File: config.mk
export PLATFORM = sky130hd
export DESIGN_NAME = instr_decoder_pipe_flat
export DESIGN_NICKNAME = d
export VERILOG_FILES = /design/src/rtl/instr_decoder_pipe_if.sv /design/src/rtl/instr_decoder_pipe.sv /design/src/flat_wrapper.sv
export SDC_FILE = /design/constraint.sdc
export NUM_CORES = 1
export LEC_CHECK = 0
export ABC_CLOCK_PERIOD_IN_PS = 1480
export CORE_MARGIN = 3
export CORE_UTILIZATION = 35
export CTS_CLUSTER_SIZE = 25
export DETAILED_ROUTE_END_ITERATION = 12
export DONT_BUFFER_PORTS = 1
export PLACE_DENSITY = 0.48
export SETUP_SLACK_MARGIN = 0.2
export SLEW_MARGIN = 20
export SYNTH_ARGS = -nofsm -noshare
export SYNTH_HDL_FRONTEND = slang
export SYNTH_SLANG_ARGS = --single-unit
export TNS_END_PERCENT = 10
File: constraint.sdc
create_clock -name clk -period 1.48 [get_ports clk]
set_clock_uncertainty 0.15 [all_clocks]
set_input_delay 0.296 -clock clk [delete_from_list [all_inputs] [get_ports clk]]
set_output_delay 0.296 -clock clk [all_outputs]
set_load 0.01 [all_outputs]
File: src/rtl/instr_decoder_pipe_if.sv
// rtl/instr_decoder_pipe_if.sv - instruction-in / decoded-out stream bundle for instr_decoder_pipe
// master drives words and out_ready; slave (the decoder) drives in_ready and the decoded fields.
interface instr_decoder_pipe_if #(
  parameter int INSTR_W = 8,
  parameter int OPC_W   = 3
);
  logic [INSTR_W-1:0] in_word;
  logic               in_valid;
  logic               in_ready;
  logic               dec_acc_sel;
  logic [OPC_W-1:0]   dec_opcode;
  logic [INSTR_W-1:0] dec_imm;
  logic               dec_ext;
  logic               out_valid;
  logic               out_ready;

  modport master (
    output in_word, in_valid, out_ready,
    input  in_ready, dec_acc_sel, dec_opcode, dec_imm, dec_ext, out_valid
  );

  modport slave (
    input  in_word, in_valid, out_ready,
    output in_ready, dec_acc_sel, dec_opcode, dec_imm, dec_ext, out_valid
  );
endinterface

File: src/rtl/instr_decoder_pipe.sv
// rtl/instr_decoder_pipe.sv - registered two-state instruction decoder with extended-immediate assembly
// Define DECODER_SIGNEXT_EN to sign-extend the short immediate; otherwise it is zero-extended.
module instr_decoder_pipe #(
  parameter int               INSTR_W = 8,
  parameter int               OPC_W   = 3,
  parameter logic [OPC_W-1:0] EXT_OPC = {OPC_W{1'b1}},
  parameter int               COUNT_W = 8
) (
  input  logic                 clk,
  input  logic                 reset,
  input  logic                 flush,
  instr_decoder_pipe_if.slave  bus,
  output logic [COUNT_W-1:0]   instr_count
);
  localparam int IMM_W = INSTR_W - 1 - OPC_W;

  typedef enum logic { S_FETCH, S_EXT } state_t;

  state_t             state;
  logic               hold_acc_sel;
  logic [OPC_W-1:0]   hold_opcode;
  logic               out_valid_q;
  logic               acc_sel_q;
  logic [OPC_W-1:0]   opcode_q;
  logic [INSTR_W-1:0] imm_q;
  logic               ext_q;
  logic [COUNT_W-1:0] count_q;

  logic               word_acc_sel;
  logic [OPC_W-1:0]   word_opcode;
  logic [INSTR_W-1:0] short_imm;
  logic               ready;
  logic               accept;
  logic               handoff;

  assign word_acc_sel = bus.in_word[INSTR_W-1];
  assign word_opcode  = bus.in_word[INSTR_W-2:IMM_W];

`ifdef DECODER_SIGNEXT_EN
  assign short_imm = {{(INSTR_W-IMM_W){bus.in_word[IMM_W-1]}}, bus.in_word[IMM_W-1:0]};
`else
  assign short_imm = {{(INSTR_W-IMM_W){1'b0}}, bus.in_word[IMM_W-1:0]};
`endif

  // Output register either empty or draining this cycle lets a new word in.
  assign ready   = !flush && (!out_valid_q || bus.out_ready);
  assign accept  = bus.in_valid && ready;
  assign handoff = out_valid_q && bus.out_ready;

  always_ff @(posedge clk or posedge reset) begin
    if (reset) begin
      state        <= S_FETCH;
      hold_acc_sel <= 1'b0;
      hold_opcode  <= '0;
      out_valid_q  <= 1'b0;
      acc_sel_q    <= 1'b0;
      opcode_q     <= '0;
      imm_q        <= '0;
      ext_q        <= 1'b0;
      count_q      <= '0;
    end else if (flush) begin
      // Decoded data is left in place; only validity and the partial instruction go.
      state        <= S_FETCH;
      hold_acc_sel <= 1'b0;
      hold_opcode  <= '0;
      out_valid_q  <= 1'b0;
    end else begin
      if (handoff) begin
        out_valid_q <= 1'b0;
        count_q     <= count_q + 1'b1;
      end
      if (accept) begin
        case (state)
          S_FETCH: begin
            if (word_opcode == EXT_OPC) begin
              hold_acc_sel <= word_acc_sel;
              hold_opcode  <= word_opcode;
              state        <= S_EXT;
            end else begin
              acc_sel_q   <= word_acc_sel;
              opcode_q    <= word_opcode;
              imm_q       <= short_imm;
              ext_q       <= 1'b0;
              out_valid_q <= 1'b1;
            end
          end
          S_EXT: begin
            acc_sel_q   <= hold_acc_sel;
            opcode_q    <= hold_opcode;
            imm_q       <= bus.in_word;
            ext_q       <= 1'b1;
            out_valid_q <= 1'b1;
            state       <= S_FETCH;
          end
          default: state <= S_FETCH;
        endcase
      end
    end
  end

  assign bus.in_ready    = ready;
  assign bus.out_valid   = out_valid_q;
  assign bus.dec_acc_sel = acc_sel_q;
  assign bus.dec_opcode  = opcode_q;
  assign bus.dec_imm     = imm_q;
  assign bus.dec_ext     = ext_q;
  assign instr_count     = count_q;
endmodule

File: src/flat_wrapper.sv
// flat-port wrapper written by rule: the top's interface ports become plain ports
module instr_decoder_pipe_flat 
#(
  parameter int               INSTR_W = 8,
  parameter int               OPC_W   = 3,
  parameter logic [OPC_W-1:0] EXT_OPC = {OPC_W{1'b1}},
  parameter int               COUNT_W = 8
)
  (clk, reset, flush, instr_count, bus_in_word, bus_in_valid, bus_out_ready, bus_in_ready, bus_dec_acc_sel, bus_dec_opcode, bus_dec_imm, bus_dec_ext, bus_out_valid);
  instr_decoder_pipe_if #(.INSTR_W(INSTR_W), .OPC_W(OPC_W)) bus_i ();
  input  logic clk;
  input  logic reset;
  input  logic flush;
  output logic [COUNT_W-1:0] instr_count;
  input wire logic [$bits(bus_i.in_word)-1:0] bus_in_word;
  input wire logic [$bits(bus_i.in_valid)-1:0] bus_in_valid;
  input wire logic [$bits(bus_i.out_ready)-1:0] bus_out_ready;
  output wire logic [$bits(bus_i.in_ready)-1:0] bus_in_ready;
  output wire logic [$bits(bus_i.dec_acc_sel)-1:0] bus_dec_acc_sel;
  output wire logic [$bits(bus_i.dec_opcode)-1:0] bus_dec_opcode;
  output wire logic [$bits(bus_i.dec_imm)-1:0] bus_dec_imm;
  output wire logic [$bits(bus_i.dec_ext)-1:0] bus_dec_ext;
  output wire logic [$bits(bus_i.out_valid)-1:0] bus_out_valid;
  assign bus_i.in_word = bus_in_word;
  assign bus_i.in_valid = bus_in_valid;
  assign bus_i.out_ready = bus_out_ready;
  assign bus_in_ready = bus_i.in_ready;
  assign bus_dec_acc_sel = bus_i.dec_acc_sel;
  assign bus_dec_opcode = bus_i.dec_opcode;
  assign bus_dec_imm = bus_i.dec_imm;
  assign bus_dec_ext = bus_i.dec_ext;
  assign bus_out_valid = bus_i.out_valid;
  instr_decoder_pipe #(.INSTR_W(INSTR_W), .OPC_W(OPC_W), .EXT_OPC(EXT_OPC), .COUNT_W(COUNT_W)) u_core (.clk(clk), .reset(reset), .flush(flush), .bus(bus_i), .instr_count(instr_count));
endmodule
==> results of run 1 <==
-- placed cells by master (no fill, tap or decap), types with 2 or more instances in the layout --
master | synthesis | layout
sky130_fd_sc_hd__xor2_1 | 4 | 4
sky130_fd_sc_hd__buf_6 | 1 | 10
sky130_fd_sc_hd__dlygate4sd3_1 | 0 | 10
sky130_fd_sc_hd__mux2_2 | 8 | 4
sky130_fd_sc_hd__clkbuf_4 | 0 | 3
sky130_fd_sc_hd__o21ai_2 | 0 | 2
sky130_fd_sc_hd__nand3_2 | 0 | 2
sky130_fd_sc_hd__o21ai_1 | 0 | 2
sky130_fd_sc_hd__dfrtp_2 | 0 | 3
sky130_fd_sc_hd__buf_4 | 0 | 10
sky130_fd_sc_hd__inv_1 | 8 | 8
sky130_fd_sc_hd__mux2_4 | 5 | 9
sky130_fd_sc_hd__dfrtp_1 | 27 | 24
sky130_fd_sc_hd__and2b_1 | 2 | 2
sky130_fd_sc_hd__xnor2_1 | 3 | 2
sky130_fd_sc_hd__nand3_4 | 1 | 2
sky130_fd_sc_hd__nor3_2 | 0 | 2
sky130_fd_sc_hd__mux2i_1 | 5 | 5
sky130_fd_sc_hd__nand2_1 | 5 | 5
-- layout make-up --
| class | instances | area (um2) |
|---|---|---|
| Fill cell | 307 | 1530 |
| Timing Repair Buffer | 30 | 288 |
| Clock buffer | 3 | 22.5 |
| Inverter | 8 | 30.0 |
| Tap cell | 44 | 55.1 |
| Clock inverter | 1 | 7.51 |
| Sequential cell | 27 | 679 |
| Multi-Input combinational cell | 58 | 594 |
-- repair_timing --
action / in CTS / in global routing
gates resized for setup: 23 / 12
buffers inserted: 3 / 2
cloned: 1 / 0
endpoints found under the setup margin: 30 / 35
hold buffers: 10 / 0
endpoints found under the hold margin: 41 / 0
pin swaps: 11 / 11
-- critical path, stage by stage (launching register included) --
cell	delay [ns]
sky130_fd_sc_hd__dfrtp_1	0.37
sky130_fd_sc_hd__or2b_4	0.27
sky130_fd_sc_hd__buf_6	0.11
sky130_fd_sc_hd__and2b_1	0.18
-- logic make-up (layout without fill, tap and decap cells) --
group,after synthesis,after routing,synth area share (%)
flip-flops,27,27,55.2
AND/OR/NAND/NOR,24,25,14.4
multiplexers,18,18,17.6
buffers and inverters,10,42,3.78
AO/OA/AOI/OAI,7,7,2.97
XOR/XNOR,7,7,5.01
adder cells (fa/ha/maj),1,1,1.02
-- flip-flops by register name, summed over array words and instances, names as in the netlist, 3 cells and up --
| signal | flops |
|---|---|
| u_core.hold_opcode | 3 |
| u_core.instr_count | 8 |
| u_core.bus.dec_opcode | 3 |
| u_core.bus.dec_imm | 8 |
-- power breakdown --
| part | internal, mW | total (mW) | switching (mW) |
|---|---|---|---|
| Clock | 0.103 | 0.329 | 0.226 |
| Sequential | 0.826 | 0.919 | 0.0926 |
| Combinational | 0.243 | 0.405 | 0.162 |
-- routing by layer --
metal  up-vias  part of all wire (%)
li1        388                     -
met1       397                    50
met2        23                    44
met3         2                   5.4
met4         0                  0.67
met5         -                     0
-- final timing paths --
check	slack, ns	from	endpoint	depth (start not counted)
setup / recovery	-0.21	u_core.bus.out_valid	bus_in_ready	3
hold / removal	0.01	bus_in_word[4]	u_core.bus.dec_opcode[0]	2
setup reg to reg	-0.01	u_core.bus.out_valid	u_core.bus.dec_opcode[1]	4
hold reg to reg	0.38	u_core.instr_count[6]	u_core.instr_count[6]	1
max in group asynchronous	0.74	reset	u_core.bus.dec_imm[4]	3
min in group asynchronous	0.25	reset	u_core.state	3
-- metrics by stage --
stage               TNS (ns)  total power, mW  hold slack [ns]  utilization [%]  instances
floorplan             -0.168             1.11            0.199                -         94
global placement      -0.125             1.22           0.0657             42.9        151
detailed placement     -1.07             1.23           0.0711             42.9        151
CTS                   -0.529             1.66          0.00588             50.2        169
global route          -0.869             1.76          0.00413             52.3        171
finish                -0.254             1.65           0.0140             52.3        171
==> flow_results.xml, run 1 <==
<?xml version="1.0" encoding="UTF-8"?>
<metrics>
  <group name="layout">
    <metric name="design_area" unit="mm2">0.00168</metric>
    <metric name="insertedDiodeCount" unit="">0</metric>
    <metric name="post_route_cells_drive_above_1_share" unit="%">44.9</metric>
    <metric name="design.final.nets" unit="">142</metric>
    <metric name="area.growth.synth_to_final" unit="%">37.0</metric>
  </group>
  <group name="drt">
    <metric name="wire_per_inst" unit="um">16.5</metric>
    <metric name="antenna_violating_nets_post_route" unit="">0</metric>
    <metric name="dr_pass1_iterations" unit="">4</metric>
    <metric name="first_iter_violations" unit="">20</metric>
    <metric name="ratio_of_routed_vias_to_standard_cells" unit="">4.74</metric>
    <metric name="dr_total_vias" unit="">810</metric>
    <metric name="drc" unit="">0</metric>
    <metric name="routed_wirelength" unit="um">2830</metric>
  </group>
  <group name="sta">
    <metric name="slack_of_the_critical_path" unit="ns">-0.214</metric>
    <metric name="final.min_clock_period" unit="ns">1.69</metric>
    <metric name="rsz0062_at_grt" unit="">true</metric>
    <metric name="number_of_hold_slack_violations_in_the_final_timing_report" unit="">0</metric>
    <metric name="report.final.slew_viol_count" unit="">0</metric>
    <metric name="fmax" unit="GHz">0.590</metric>
    <metric name="transition_time_at_the_pin_with_the_least_slew_margin" unit="ns">0.322</metric>
    <metric name="finalCritPeriodShare" unit="%">114</metric>
    <metric name="finalSetupViolCount" unit="">7</metric>
    <metric name="relSlewSlack" unit="%">78.5</metric>
  </group>
  <group name="synthesis">
    <metric name="postSynthNetCount" unit="">108</metric>
    <metric name="netlist_top_cells_count" unit="">sky130_fd_sc_hd__dfrtp_1, sky130_fd_sc_hd__inv_1, sky130_fd_sc_hd__mux2_2</metric>
    <metric name="syn_avg_cell_area" unit="um2">13.0</metric>
    <metric name="synth_cells" unit="">94</metric>
    <metric name="synth.lib_cells_used.distinct" unit="">29</metric>
    <metric name="ys_seq_area_share" unit="%">55.2</metric>
    <metric name="most_frequently_used_flop_master_after_synthesis" unit="">sky130_fd_sc_hd__dfrtp_1</metric>
    <metric name="synthesis.yosys.warnings" unit="">0</metric>
    <metric name="netlist_top_cells_area" unit="">sky130_fd_sc_hd__dfrtp_1, sky130_fd_sc_hd__mux2_2, sky130_fd_sc_hd__mux2_4</metric>
    <metric name="synth_seq_cells" unit="">27</metric>
    <metric name="share_of_flip_flops_with_an_asynchronous_set_or_reset" unit="%">100</metric>
    <metric name="synth_enable_flop_cells" unit="">0</metric>
    <metric name="synth.cell_area" unit="mm2">0.00122</metric>
    <metric name="synth_top_cell_area_share" unit="%">55.2</metric>
    <metric name="synth.most_common_cell" unit="">sky130_fd_sc_hd__dfrtp_1</metric>
    <metric name="synth_top_cell_by_area" unit="">sky130_fd_sc_hd__dfrtp_1</metric>
  </group>
  <group name="cts">
    <metric name="htree_levels" unit="">1</metric>
    <metric name="clock-root-buffer" unit="">sky130_fd_sc_hd__clkbuf_4</metric>
    <metric name="inserted_clock_buffers" unit="">3</metric>
    <metric name="ctsLongestPathBuffers" unit="">2</metric>
    <metric name="cts_sinks" unit="">27</metric>
    <metric name="clock_network_latency_to_the_later_pin_of_the_worst_skew_pair" unit="ns">0.32</metric>
    <metric name="tritoncts" unit="">done</metric>
    <metric name="clkTransAtPathRegs" unit="ns">0.15</metric>
  </group>
  <group name="grt">
    <metric name="grt_start_max_net_pins" unit="">17</metric>
    <metric name="grt.met1_usage" unit="%">21.5</metric>
    <metric name="busiest_layer" unit="">met2</metric>
    <metric name="grt_usage" unit="%">14.8</metric>
    <metric name="gr-total-overflow" unit="">0</metric>
    <metric name="grt_first_pass_wirelength" unit="um">4800</metric>
    <metric name="antenna_found_initial" unit="">0</metric>
    <metric name="grtUsageMet3" unit="%">3.08</metric>
    <metric name="grt_pass1_vias" unit="">943</metric>
    <metric name="grt.met2_usage" unit="%">22.0</metric>
  </group>
  <group name="status">
    <metric name="outcome" unit="">finished, violations left</metric>
    <metric name="failed_checks" unit="">setup timing</metric>
  </group>
  <group name="floorplanning">
    <metric name="core_area" unit="mm2">0.00320</metric>
    <metric name="io_pins" unit="">36</metric>
    <metric name="die_h" unit="um">65.1</metric>
    <metric name="die_width" unit="um">65.1</metric>
    <metric name="placement_rows" unit="">20</metric>
    <metric name="start_util" unit="%">38.2</metric>
    <metric name="die_area" unit="mm2">0.00424</metric>
  </group>
  <group name="job">
    <metric name="drv_cap" unit="">0</metric>
  </group>
  <group name="pwr">
    <metric name="cell_area_power_density" unit="mW/mm2">986</metric>
    <metric name="leakage" unit="nW">0.801</metric>
    <metric name="vdd_drop_max" unit="uV">600</metric>
  </group>
  <group name="critical_path">
    <metric name="crit_fanout" unit="">2</metric>
    <metric name="worst_setup_path_start_kind" unit="">flop</metric>
    <metric name="arrival" unit="ns">1.25</metric>
    <metric name="nature_of_the_critical_path_endpoint" unit="">output port</metric>
    <metric name="worst-endpoint-required" unit="ns">1.03</metric>
    <metric name="critical_path_class" unit="">flop to output port</metric>
  </group>
  <group name="place">
    <metric name="dp.final_hpwl" unit="um">1790</metric>
    <metric name="finalWeightedCongestion" unit="">0.715</metric>
    <metric name="post_dp_cell_area" unit="mm2">0.00138</metric>
    <metric name="place.port_buffers" unit="">0</metric>
    <metric name="pre_cts_slack" unit="ns">-0.133</metric>
  </group>
  <group name="min_path">
    <metric name="hp-class" unit="">input port to flop</metric>
  </group>
</metrics>
Note: power is estimated with default switching activity, not from simulation.
==> run 2: changes to the inputs <==
- CORE_ASPECT_RATIO: default -> 1.75
==> flow_results.xml, run 2 (same netlist as run 1, synthesis figures left out) <==
<?xml version="1.0" encoding="UTF-8"?>
<metrics>
  <group name="status">
    <metric name="outcome" unit="">finished, violations left</metric>
    <metric name="failed_checks" unit="">setup timing</metric>
  </group>
  <group name="cts">
    <metric name="htree_levels" unit="">1</metric>
    <metric name="clkTransAtPathRegs" unit="ns">0.09</metric>
    <metric name="cts_sinks" unit="">27</metric>
    <metric name="clock-root-buffer" unit="">sky130_fd_sc_hd__clkbuf_8</metric>
    <metric name="ctsLongestPathBuffers" unit="">2</metric>
    <metric name="tritoncts" unit="">done</metric>
    <metric name="clock_network_latency_to_the_later_pin_of_the_worst_skew_pair" unit="ns">0.27</metric>
    <metric name="inserted_clock_buffers" unit="">3</metric>
  </group>
  <group name="critical_path">
    <metric name="crit_fanout" unit="">2</metric>
    <metric name="worst_setup_path_start_kind" unit="">flop</metric>
    <metric name="critical_path_class" unit="">flop to output port</metric>
    <metric name="nature_of_the_critical_path_endpoint" unit="">output port</metric>
    <metric name="arrival" unit="ns">1.23</metric>
    <metric name="worst-endpoint-required" unit="ns">1.03</metric>
  </group>
  <group name="sta">
    <metric name="final.min_clock_period" unit="ns">1.67</metric>
    <metric name="number_of_hold_slack_violations_in_the_final_timing_report" unit="">0</metric>
    <metric name="transition_time_at_the_pin_with_the_least_slew_margin" unit="ns">0.351</metric>
    <metric name="slack_of_the_critical_path" unit="ns">-0.195</metric>
    <metric name="relSlewSlack" unit="%">76.6</metric>
    <metric name="report.final.slew_viol_count" unit="">0</metric>
    <metric name="fmax" unit="GHz">0.597</metric>
    <metric name="finalSetupViolCount" unit="">13</metric>
    <metric name="tns" unit="ns">-0.654</metric>
    <metric name="rsz0062_at_grt" unit="">true</metric>
    <metric name="finalCritPeriodShare" unit="%">113</metric>
  </group>
  <group name="layout">
    <metric name="finish.cell_count_without_fillers" unit="">162</metric>
    <metric name="insertedDiodeCount" unit="">0</metric>
    <metric name="post_route_cells_drive_above_1_share" unit="%">40.3</metric>
    <metric name="final_cell_mix" unit="">sky130_fd_sc_hd__dfrtp_1, sky130_fd_sc_hd__buf_4, sky130_fd_sc_hd__mux2_4, sky130_fd_sc_hd__inv_1, sky130_fd_sc_hd__buf_6</metric>
    <metric name="mostFrequentLayoutCell" unit="">sky130_fd_sc_hd__dfrtp_1</metric>
    <metric name="design.final.nets" unit="">134</metric>
    <metric name="area.growth.synth_to_final" unit="%">26.6</metric>
    <metric name="design_area" unit="mm2">0.00155</metric>
  </group>
  <group name="floorplanning">
    <metric name="die_width" unit="um">50.7</metric>
    <metric name="io_pins" unit="">36</metric>
    <metric name="die_area" unit="mm2">0.00427</metric>
    <metric name="start_util" unit="%">37.7</metric>
    <metric name="core_area" unit="mm2">0.00324</metric>
    <metric name="die_h" unit="um">84.2</metric>
    <metric name="placement_rows" unit="">27</metric>
  </group>
  <group name="place">
    <metric name="pre_cts_slack" unit="ns">-0.0685</metric>
    <metric name="numPlacedInstances" unit="">146</metric>
    <metric name="dp.final_hpwl" unit="um">1760</metric>
    <metric name="place.port_buffers" unit="">0</metric>
    <metric name="finalWeightedCongestion" unit="">0.701</metric>
    <metric name="post_dp_cell_area" unit="mm2">0.00134</metric>
  </group>
  <group name="drt">
    <metric name="first_iter_violations" unit="">15</metric>
    <metric name="wire_per_inst" unit="um">16.1</metric>
    <metric name="dr_pass1_iterations" unit="">3</metric>
    <metric name="drc" unit="">0</metric>
    <metric name="routed_wirelength" unit="um">2610</metric>
    <metric name="ratio_of_routed_vias_to_standard_cells" unit="">4.80</metric>
    <metric name="antenna_violating_nets_post_route" unit="">0</metric>
    <metric name="dr_total_vias" unit="">777</metric>
  </group>
  <group name="grt">
    <metric name="grt_usage" unit="%">13.5</metric>
    <metric name="grt_first_pass_wirelength" unit="um">4430</metric>
    <metric name="gr-total-overflow" unit="">0</metric>
    <metric name="grt_pass1_vias" unit="">866</metric>
    <metric name="antenna_found_initial" unit="">0</metric>
    <metric name="grt_start_max_net_pins" unit="">28</metric>
  </group>
  <group name="job">
    <metric name="drv_cap" unit="">0</metric>
  </group>
  <group name="pwr">
    <metric name="cell_area_power_density" unit="mW/mm2">1090</metric>
    <metric name="total_power" unit="mW">1.69</metric>
    <metric name="leakage" unit="nW">0.754</metric>
    <metric name="vdd_drop_max" unit="uV">590</metric>
  </group>
  <group name="min_path">
    <metric name="hp-class" unit="">input port to flop</metric>
  </group>
</metrics>
[run 2: cell types whose count changed in the layout (fill, tap and decap cells not counted), sizes merged]
cell,previous run,this run
clkinvlp,1,0
clkbuf,3,4
dlygate4sd3,10,2
[run 2: area by class of cell]
type	count	area, um2
multi-input combinational	58	552
timing repair buffer	22	193
inverter	8	30.0
clock buffer	4	45.0
fill	332	1690
sequential	27	676
tap	43	53.8
[run 2: worst max-delay path: stages (launching register included)]
cell and delay (ns):
sky130_fd_sc_hd__dfrtp_1 0.36, sky130_fd_sc_hd__or2b_4 0.28, sky130_fd_sc_hd__buf_6 0.11, sky130_fd_sc_hd__and2b_2 0.21
[run 2: worst paths after layout]
check	slack [ns]	to	cells past startpoint	startpoint
setup / recovery	-0.19	bus_in_ready	3	u_core.bus.out_valid
max in group asynchronous	0.55	u_core.instr_count[3]	3	reset
hold reg to reg	0.36	u_core.hold_opcode[2]	2	u_core.hold_opcode[2]
setup reg to reg	-0.10	u_core.instr_count[1]	5	u_core.bus.out_valid
min in group asynchronous	0.37	u_core.instr_count[7]	3	reset
hold / removal	0.007	u_core.bus.dec_imm[4]	2	bus_in_word[4]
[run 2: per-stage QoR]
step | utilization [%] | hold WS (ns)
global route | 47.8 | 0.00909
floorplan | - | 0.199
finish | 47.8 | 0.00674
CTS | 46.2 | 0.00640
detailed placement | 41.4 | 0.128
global placement | 41.4 | 0.123
[run 2: layer usage]
layer,global-route usage [%],wire length (um)
met1,14.4,990
met2,23.5,1400
met3,4.09,171
met4,6.62,43
met5,0,0
[run 2: report_power, final]
part	total, mW	internal [mW]	leakage [nW]	switching, mW
sequential	0.928	0.826	0.353	0.101
clock	0.420	0.193	0.0228	0.227
combinational	0.343	0.210	0.378	0.133
total	1.69	1.23	0.754	0.461
[run 2: timing repair]
item | in CTS | in global routing
resized for setup | 10 | 10
pin swaps | 10 | 4
endpoints found under the setup margin | 28 | 32
endpoints found under the hold margin | 31 | 0
gates cloned | 1 | 0
buffers inserted | 6 | 3
hold buffers | 2 | 0
